==> config.mk <==
export PLATFORM = sky130hd
export DESIGN_NAME = sincronizador_multicanal_flat
export DESIGN_NICKNAME = d
export VERILOG_FILES = /design/src/rtl/sincronizador_pkg.sv /design/src/rtl/sincronizador_multicanal_if.sv /design/src/rtl/sincronizador_canal.sv /design/src/rtl/sincronizador_multicanal.sv /design/src/flat_wrapper.sv
export SDC_FILE = /design/constraint.sdc
export NUM_CORES = 1
export LEC_CHECK = 0
export BUFFER_PORTS_ARGS = -buffer_cell sky130_fd_sc_hd__buf_2
export CORE_MARGIN = 1
export CORE_UTILIZATION = 45
export CTS_BUF_LIST = sky130_fd_sc_hd__clkbuf_8
export CTS_CLUSTER_DIAMETER = 150
export DETAILED_ROUTE_END_ITERATION = 16
export GPL_ROUTABILITY_DRIVEN = 0
export PLACE_DENSITY = 0.67
export SYNTH_ARGS = -nofsm -noshare
export SYNTH_HDL_FRONTEND = slang
export SYNTH_SLANG_ARGS = --single-unit
==> constraint.sdc <==
create_clock -name clk -period 1.4 [get_ports clk]
set_clock_uncertainty 0.05 [all_clocks]
set_input_delay 0.07 -clock clk [delete_from_list [all_inputs] [get_ports clk]]
set_output_delay 0.07 -clock clk [all_outputs]
set_load 0.05 [all_outputs]
==> src/rtl/sincronizador_pkg.sv <==
// sincronizador_pkg: edge-mode encoding and default sizing shared by the input conditioner.
package sincronizador_pkg;
   typedef enum logic [1:0] {
      MODO_OFF    = 2'b00,
      MODO_SUBIDA = 2'b01,
      MODO_BAJADA = 2'b10,
      MODO_AMBOS  = 2'b11
   } modo_t;
   localparam int N_CANALES_DEF       = 4;
   localparam int ETAPAS_SYNC_DEF     = 2;
   localparam int CICLOS_DEBOUNCE_DEF = 4;
endpackage

==> src/rtl/sincronizador_multicanal_if.sv <==
// sincronizador_multicanal_if: raw inputs/modes in, debounced levels/pulses out.
// SINC_STICKY_EN adds limpiar/evento sticky-event signals.
interface sincronizador_multicanal_if
   import sincronizador_pkg::*;
#(
   parameter int N_CANALES = N_CANALES_DEF
);
   logic [N_CANALES-1:0]   inp;
   logic [2*N_CANALES-1:0] modo;
   logic [N_CANALES-1:0]   nivel;
   logic [N_CANALES-1:0]   pulso;
`ifdef SINC_STICKY_EN
   logic [N_CANALES-1:0]   limpiar;
   logic [N_CANALES-1:0]   evento;
   modport master (output inp, modo, limpiar, input nivel, pulso, evento);
   modport slave  (input inp, modo, limpiar, output nivel, pulso, evento);
`else
   modport master (output inp, modo, input nivel, pulso);
   modport slave  (input inp, modo, output nivel, pulso);
`endif
endinterface

==> src/rtl/sincronizador_canal.sv <==
// sincronizador_canal: one channel of synchroniser, debounce filter and edge pulse.
// SINC_STICKY_EN adds a sticky event bit set by the pulse and cleared by i_limpiar.
module sincronizador_canal
   import sincronizador_pkg::*;
#(
   parameter int ETAPAS_SYNC     = ETAPAS_SYNC_DEF,
   parameter int CICLOS_DEBOUNCE = CICLOS_DEBOUNCE_DEF
) (
   input  logic  clk,
   input  logic  rst,
   input  logic  i_inp,
   input  modo_t i_modo,
`ifdef SINC_STICKY_EN
   input  logic  i_limpiar,
   output logic  o_evento,
`endif
   output logic  o_nivel,
   output logic  o_pulso
);
   localparam int CW = $clog2(CICLOS_DEBOUNCE + 1);
   logic [ETAPAS_SYNC-1:0] r_sync;
   logic [CW-1:0]          r_cnt;
   logic                   r_nivel, r_pulso;
   logic                   w_sync, w_cambio, w_permite;
   assign w_sync    = r_sync[ETAPAS_SYNC-1];
   assign w_cambio  = (w_sync != r_nivel) && (r_cnt == CW'(CICLOS_DEBOUNCE - 1));
   // modo is only consulted on the accepting edge, so late changes never act retroactively
   assign w_permite = (i_modo == MODO_AMBOS) || (i_modo == (w_sync ? MODO_SUBIDA : MODO_BAJADA));
   always_ff @(posedge clk or posedge rst) begin
      if (rst) begin
         r_sync  <= '0;
         r_cnt   <= '0;
         r_nivel <= 1'b0;
         r_pulso <= 1'b0;
      end else begin
         r_sync  <= {r_sync[ETAPAS_SYNC-2:0], i_inp};
         r_cnt   <= (w_sync == r_nivel || w_cambio) ? '0 : r_cnt + CW'(1);
         r_nivel <= w_cambio ? w_sync : r_nivel;
         r_pulso <= w_cambio && w_permite;
      end
   end
`ifdef SINC_STICKY_EN
   logic r_evento;
   always_ff @(posedge clk or posedge rst) begin
      if (rst) r_evento <= 1'b0;
      else     r_evento <= (w_cambio && w_permite) || (r_evento && !i_limpiar);
   end
   assign o_evento = r_evento;
`endif
   assign o_nivel = r_nivel;
   assign o_pulso = r_pulso;
endmodule

==> src/rtl/sincronizador_multicanal.sv <==
// sincronizador_multicanal: N independent conditioned input channels.
// SINC_STICKY_EN enables per-channel sticky event flags.
module sincronizador_multicanal
   import sincronizador_pkg::*;
#(
   parameter int N_CANALES       = N_CANALES_DEF,
   parameter int ETAPAS_SYNC     = ETAPAS_SYNC_DEF,
   parameter int CICLOS_DEBOUNCE = CICLOS_DEBOUNCE_DEF
) (
   input logic                       clk,
   input logic                       rst,
   sincronizador_multicanal_if.slave bus
);
   logic [N_CANALES-1:0] w_nivel, w_pulso;
`ifdef SINC_STICKY_EN
   logic [N_CANALES-1:0] w_evento;
   assign bus.evento = w_evento;
`endif
   for (genvar g = 0; g < N_CANALES; g++) begin : g_canal
      sincronizador_canal #(
         .ETAPAS_SYNC    (ETAPAS_SYNC),
         .CICLOS_DEBOUNCE(CICLOS_DEBOUNCE)
      ) u_canal (
         .clk      (clk),
         .rst      (rst),
         .i_inp    (bus.inp[g]),
         .i_modo   (modo_t'(bus.modo[2*g+:2])),
`ifdef SINC_STICKY_EN
         .i_limpiar(bus.limpiar[g]),
         .o_evento (w_evento[g]),
`endif
         .o_nivel  (w_nivel[g]),
         .o_pulso  (w_pulso[g])
      );
   end
   assign bus.nivel = w_nivel;
   assign bus.pulso = w_pulso;
endmodule

==> src/flat_wrapper.sv <==
// flat-port wrapper written by rule: the top's interface ports become plain ports
module sincronizador_multicanal_flat import sincronizador_pkg::*;
#(
   parameter int N_CANALES       = N_CANALES_DEF,
   parameter int ETAPAS_SYNC     = ETAPAS_SYNC_DEF,
   parameter int CICLOS_DEBOUNCE = CICLOS_DEBOUNCE_DEF
)
  (clk, rst, bus_inp, bus_modo, bus_nivel, bus_pulso);
  sincronizador_multicanal_if #(.N_CANALES(N_CANALES)) bus_i ();
  input logic clk;
  input logic rst;
  input wire logic [$bits(bus_i.inp)-1:0] bus_inp;
  input wire logic [$bits(bus_i.modo)-1:0] bus_modo;
  output wire logic [$bits(bus_i.nivel)-1:0] bus_nivel;
  output wire logic [$bits(bus_i.pulso)-1:0] bus_pulso;
  assign bus_i.inp = bus_inp;
  assign bus_i.modo = bus_modo;
  assign bus_nivel = bus_i.nivel;
  assign bus_pulso = bus_i.pulso;
  sincronizador_multicanal #(.N_CANALES(N_CANALES), .ETAPAS_SYNC(ETAPAS_SYNC), .CICLOS_DEBOUNCE(CICLOS_DEBOUNCE)) u_core (.clk(clk), .rst(rst), .bus(bus_i));
endmodule
==> results_dict.tcl, run 1 <==
set metrics [dict create \
    status "finished, final reports clean" \
    synth-seq-area-share_pct 61.7 \
    setup_violations 0 \
    cts-htree-levels 1 \
    critPathRequiredTime_ns 1.50 \
    type_of_the_setup_path_with_the_least_slack "register to register" \
    final_common_cell "dfrtp_1" \
    yosys_warnings 0 \
    max_clock_freq_mhz 767 \
    cts.clk_slew.worst_paths_ns 0.08 \
    route.antenna.remaining_nets 0 \
    cts_tree "built" \
    powerDensity_mw_per_mm2 1800 \
    synthMuxAreaShare_pct 3.97 \
    overall_via_count_from_detail_route 634 \
    finish.instance_area_sq_mm 0.00134 \
    cp-startpoint "u_core.g_canal[1].u_canal.r_cnt[0]" \
    post_cts_resize_count 0 \
    hold_path_class "input port to register" \
    rsz0062_at_grt "no" \
    worstReg2RegStart "u_core.g_canal[1].u_canal.r_cnt[0]" \
    effective_utilization_at_floorplan_pct 49.4 \
    synthesis.area_per_instance_sq_um 14.0 \
    min_clock_period_post_route_ns 1.30 \
    ys_ff_latch 28 \
    slew-limit-headroom_pct 77.6 \
    first_pass_grt_wire_length_microns 2450 \
    finalSetupTns_ns 0 \
    synthesis.nets 103 \
    drt_wl_total_microns 1360 \
    area_share_of_and_or_nand_nor_cells_after_synthesis_pct 15.4 \
    cts_root_cell "clkbuf_8" \
    cts_num_sinks 28 \
    remaining_drc_errors 0 \
    syn2layout_area_growth_pct 17.9 \
    dp_hpwl_microns 1010 \
    design.portCount 22 \
    vias_per_cell 4.77 \
    number_of_antenna_violations_at_the_first_check_in_global_routing 0 \
    drt-pass1-iter-count 2 \
    diodes 0 \
    overflow_left_after_global_routing 0 \
    crit_fanout 6 \
    arr_time_crit_path_ns 1.41 \
    synth_fa_ha_area_share_pct 8.82 \
    placed_cells 123 \
    fin_nets 128 \
    syn-cell-area_sq_mm 0.00113 \
    post_synth_num_cell_types 10 \
    synth_top_family_by_area "simple AND/OR/NAND/NOR gates" \
    port_buffers 21 \
    clk_latency_ns 0.26 \
    highest_count_cells_in_the_layout_ignoring_fill_and_taps "dfrtp_1 (28), buf_2 (21), nor3_1 (8), nand4b_1 (8), ha_1 (8)" \
    dpl_cell_area_sq_mm 0.00122 \
    synth_compound_gate_area_share_pct 0 \
    grt_util_all_layers_pct 12.7 \
    fin_cells 133 \
    min_period_over_period_pct 93.1 \
    synth-xor-area-share_pct 3.09 \
    worst_setup_path_start_kind "register" \
    number_of_hold_violations_in_the_final_report 0 \
    netlist_instances 81 \
    final.hold.worst_slack_ns 0.00722 \
    dieWidth_microns 52.2 \
    max_cap_violations 0 \
    die_height_microns 52.2 \
    wl_per_cell_microns 10.2 \
    hp-start "bus_modo[5]" \
    peakVddDrop_v 0.00125 \
    drv_slew 0 \
    grt_start_max_net_pins 29 \
    core.rowCount 17 \
    numCtsBuffers 3 \
    die_area_sq_mm 0.00273 \
    tightestPinTransition_ns 0.336 \
    coreArea_sq_mm 0.00230 \
    drive_above_1_share_pct 32.4 \
    report.power.total_mw 2.41 \
    grt_pass1_vias 601 \
    setup.worst_path.end_class "register" \
    cts_max_path_buffers 2 \
    leakagePower_nw 0.661 \
    detail_route.iter0.violations 2 \
]
## synthesized netlist by cell type
master     n  area [sq um]
mux2_2     4          45.0
inv_1      5          18.8
nor3_1     8          40.0
buf_4      8          60.1
dfrtp_1   28           701
nand2_1    4          15.0
xnor2_1    4          35.0
nand4b_1   8          70.1
nor3b_2    4          50.1
ha_1       8           100
## final cells by class
class	count	area, sq um
multi-input cells	40	355
clock buffers	4	55.1
well taps	28	35.0
flip-flops and latches	28	701
repair buffers	28	173
inverters	5	18.8
fillers	186	960
## registers in the layout, summed over array words and instances (netlist names)
signal and flops:
u_core.g_canal.u_canal.r_cnt 12, u_core.g_canal.u_canal.r_sync 8, u_core.g_canal.u_canal.o_nivel 4, u_core.g_canal.u_canal.o_pulso 4
## through the flow
stage	utilization, %	setup slack, ns
after floorplan	-	0.167
after global placement	53.2	0.110
after detailed placement	53.2	0.0967
after CTS	58.2	0.0844
after global routing	58.2	0.00207
final	58.2	0.0962
## power by group
part           internal [mW]  switching (mW)  leakage [nW]
Clock                  0.251           0.216        0.0288
Combinational          0.333           0.477         0.277
Sequential              1.01           0.122         0.355
## timing repair
item                      4_1_cts  5_1_grt
hold buffers                    6        0
buffers inserted                0        0
hold endpoints to repair       33        0
## routing by layer
layer / vias to the layer above / global-route usage [%] / share of wire, %
met5: - / 0 / 0
met4: 0 / 9.21 / 3.0
met3: 4 / 2.61 / 3.4
met2: 14 / 18.8 / 46
met1: 298 / 16.6 / 48
li1: 318 / - / -
## worst paths after layout
kind                                                        to  slack [ns]  cells past startpoint
min in group asynchronous  u_core.g_canal[3].u_canal.r_sync[0]        0.35                      4
hold / removal               u_core.g_canal[2].u_canal.o_pulso       0.007                      3
setup / recovery             u_core.g_canal[1].u_canal.o_nivel         0.1                      3
hold reg to reg            u_core.g_canal[0].u_canal.r_sync[1]        0.30                      0
max in group asynchronous    u_core.g_canal[2].u_canal.o_pulso        0.70                      4
setup reg to reg             u_core.g_canal[1].u_canal.o_nivel         0.1                      3
## worst max-delay path: stages (launching register included)
cell and delay (ns):
dfrtp_1 0.36, ha_1 0.15, ha_1 0.28, mux2_2 0.36
## kinds of logic after synthesis
| logic type | Yosys count |
|---|---|
| DFF | 28 |
| buffers and inverters | 13 |
| xor gates and xnor gates | 4 |
| adders and majority gates | 8 |
| muxes | 4 |
| and+or+nand+nor | 24 |
Power figures use the tool's default switching activity.
==> inputs of run 2 (changes only) <==
- PLACE_DENSITY: 0.67 -> 0.7
- SLEW_MARGIN: unset -> 0
- clock period: 1.4 -> 1.1 ns (I/O delays scaled with it)
==> run 2 against run 1 <==
  * The run now ends with setup timing left
  * Count of clock-buffer cells in the layout down 1
  * Hold slack worse by 0.0042 ns
  * Utilization up 13 points
  * Power up 50%
  * Design area up 23%
  * Largest power group is now combinational cells
  * Sequential power up 33%
  * Cell count up 12%
  * Critical path type unchanged
  * Non-clock buffer count up 17
  * Routed wire length up 39%
  * Fmax up 3.4%
==> results_dict.tcl, run 2 (synthesis results as in run 1) <==
set metrics [dict create \
    status "finished, violations left" \
    failed_checks "setup timing" \
    largest_register_ffs 12 \
    combPwrFrac_pct 44.2 \
    max_cap_violations 0 \
    first_pass_grt_wire_length_microns 3090 \
    final.hold.worst_slack_ns 0.00305 \
    cts_root_cell "clkbuf_8" \
    grt_util_all_layers_pct 16.2 \
    overall_via_count_from_detail_route 721 \
    critPathRequiredTime_ns 1.20 \
    grt_start_max_net_pins 29 \
    tightestPinTransition_ns 0.393 \
    cp_top_family "flip-flops" \
    powerDensity_mw_per_mm2 2200 \
    max_clock_freq_mhz 793 \
    rsz0062_at_grt "yes" \
    detail_route.iter0.violations 5 \
    layout.filler_cells 156 \
    clk_latency_ns 0.26 \
    slowest_stage "dfrtp_1" \
    regMostFlops "u_core.g_canal.u_canal.r_cnt" \
    design.portCount 22 \
    crit_fanout 4 \
    biggestRegsByFlops "u_core.g_canal.u_canal.r_cnt x12, u_core.g_canal.u_canal.r_sync x8" \
    drt_wl_total_microns 1890 \
    p_switching_mw 1.27 \
    cts_tree "built" \
    drv_slew 0 \
    cts-htree-levels 1 \
    switching_share_pct 35.2 \
    fin_nets 145 \
    timing.critical_path.cells "ha_4, ha_4, mux2_2" \
    clock_power_share_pct 14.3 \
    leakagePower_nw 0.757 \
    critPathMostFrequentCell "ha_4" \
    remaining_drc_errors 0 \
    critical_path_buf_inv_count 0 \
    slew-limit-headroom_pct 73.7 \
    port_buffers 21 \
    route.antenna.remaining_nets 0 \
    wl_per_cell_microns 12.7 \
    dp_hpwl_microns 1200 \
    numCtsBuffers 3 \
    diodes 0 \
    drive_above_1_share_pct 47.1 \
    dieWidth_microns 52.2 \
    hold_path_class "input port to register" \
    grt_pass1_vias 718 \
    cts_num_sinks 28 \
    postLayoutCoreUtil_pct 71.4 \
    register_area_sq_um 701 \
    worst_setup_path_start_kind "register" \
    cts_max_path_buffers 2 \
    vias_per_cell 4.84 \
    core.rowCount 17 \
    number_of_hold_violations_in_the_final_report 0 \
    overflow_left_after_global_routing 0 \
    type_of_the_setup_path_with_the_least_slack "register to register" \
    internal_power_mw 2.34 \
    max_stage_delay_ns 0.41 \
    cts.clk_slew.worst_paths_ns 0.08 \
    syn2layout_area_growth_pct 44.4 \
    worst_slack_ns -0.161 \
    final_common_cell "dfrtp_1" \
    die_height_microns 52.2 \
    effective_utilization_at_floorplan_pct 49.4 \
    area_occupied_by_multi_input_gates_sq_um 479 \
    min_period_over_period_pct 115 \
    peakVddDrop_v 0.00166 \
    arr_time_crit_path_ns 1.36 \
    setup.worst_path.end_class "register" \
    coreArea_sq_mm 0.00230 \
    seq_power_share_pct 41.5 \
    highest_count_cells_in_the_layout_ignoring_fill_and_taps "dfrtp_1 (28), buf_2 (17), dlygate4sd3_1 (12), nand4b_1 (8)" \
    drt-pass1-iter-count 4 \
    min_clock_period_post_route_ns 1.26 \
    number_of_antenna_violations_at_the_first_check_in_global_routing 0 \
    slack_of_the_worst_reg_to_reg_path_ns -0.16 \
    die_area_sq_mm 0.00273 \
    setup_violations 13 \
    dpl_worst_slack_ns -0.134 \
]
## run 2: layer usage
metal	wire, microns	part of all wire (%)	vias to the layer above	global-route usage (%)
met3	70	3.7	4	4.93
met4	24	1.3	0	6.58
met1	832	44	348	20.1
met5	0	0	-	0
li1	-	-	353	-
met2	964	51	16	26.3
## run 2: power by group through the flow
| stage | Sequential (mW) | Clock [mW] | Combinational [mW] |
|---|---|---|---|
| 2_1_floorplan | 1.44 | 0 | 1.04 |
| 3_5_place_dp | 1.48 | 0 | 1.21 |
| 6_report | 1.50 | 0.516 | 1.60 |
| 5_1_grt | 1.53 | 0.575 | 1.74 |
| 4_1_cts | 1.47 | 0.539 | 1.40 |
| 3_3_place_gp | 1.46 | 0 | 1.15 |
## run 2: worst min-delay path, stage by stage
cell	delay [ns]
buf_2	0.10
nand4b_1	0.08
nand2_1	0.05
## run 2: what timing repair did
action,4_1_cts,5_1_grt
endpoints found under the setup margin,12,23
hold buffers,11,1
setup buffers,3,3
pin swaps,10,4
endpoints found under the hold margin,36,1
resized for setup,8,16
## run 2: layout make-up
type	instances	share of cell area [%]
repair buffers	45	22.2
inverters	5	1.15
well taps	28	2.14
flip-flops and latches	28	42.7
clock buffers	3	2.52
multi-input cells	40	29.2
## run 2: path summary, 6_finish.rpt
check,from,endpoint,cells past startpoint
worst max-delay path,u_core.g_canal[1].u_canal.r_cnt[1],u_core.g_canal[1].u_canal.o_nivel,3
worst min-delay path,bus_modo[7],u_core.g_canal[3].u_canal.o_pulso,3
max in group asynchronous,rst,u_core.g_canal[1].u_canal.o_nivel,4
min in group asynchronous,rst,u_core.g_canal[1].u_canal.o_pulso,4
worst max register to register,u_core.g_canal[1].u_canal.r_cnt[1],u_core.g_canal[1].u_canal.o_nivel,3
worst min register to register,u_core.g_canal[1].u_canal.r_sync[0],u_core.g_canal[1].u_canal.r_sync[1],0
## run 2: stage by stage
step / setup TNS [ns] / total power [mW] / instances / instance area [sq um]
after floorplan: -0.218 / 2.48 / 81 / 1190
after global placement: -0.467 / 2.61 / 128 / 1320
after detailed placement: -0.750 / 2.70 / 128 / 1320
after CTS: -1.00 / 3.41 / 145 / 1530
after global routing: -1.86 / 3.85 / 149 / 1640
final: -1.17 / 3.61 / 149 / 1640
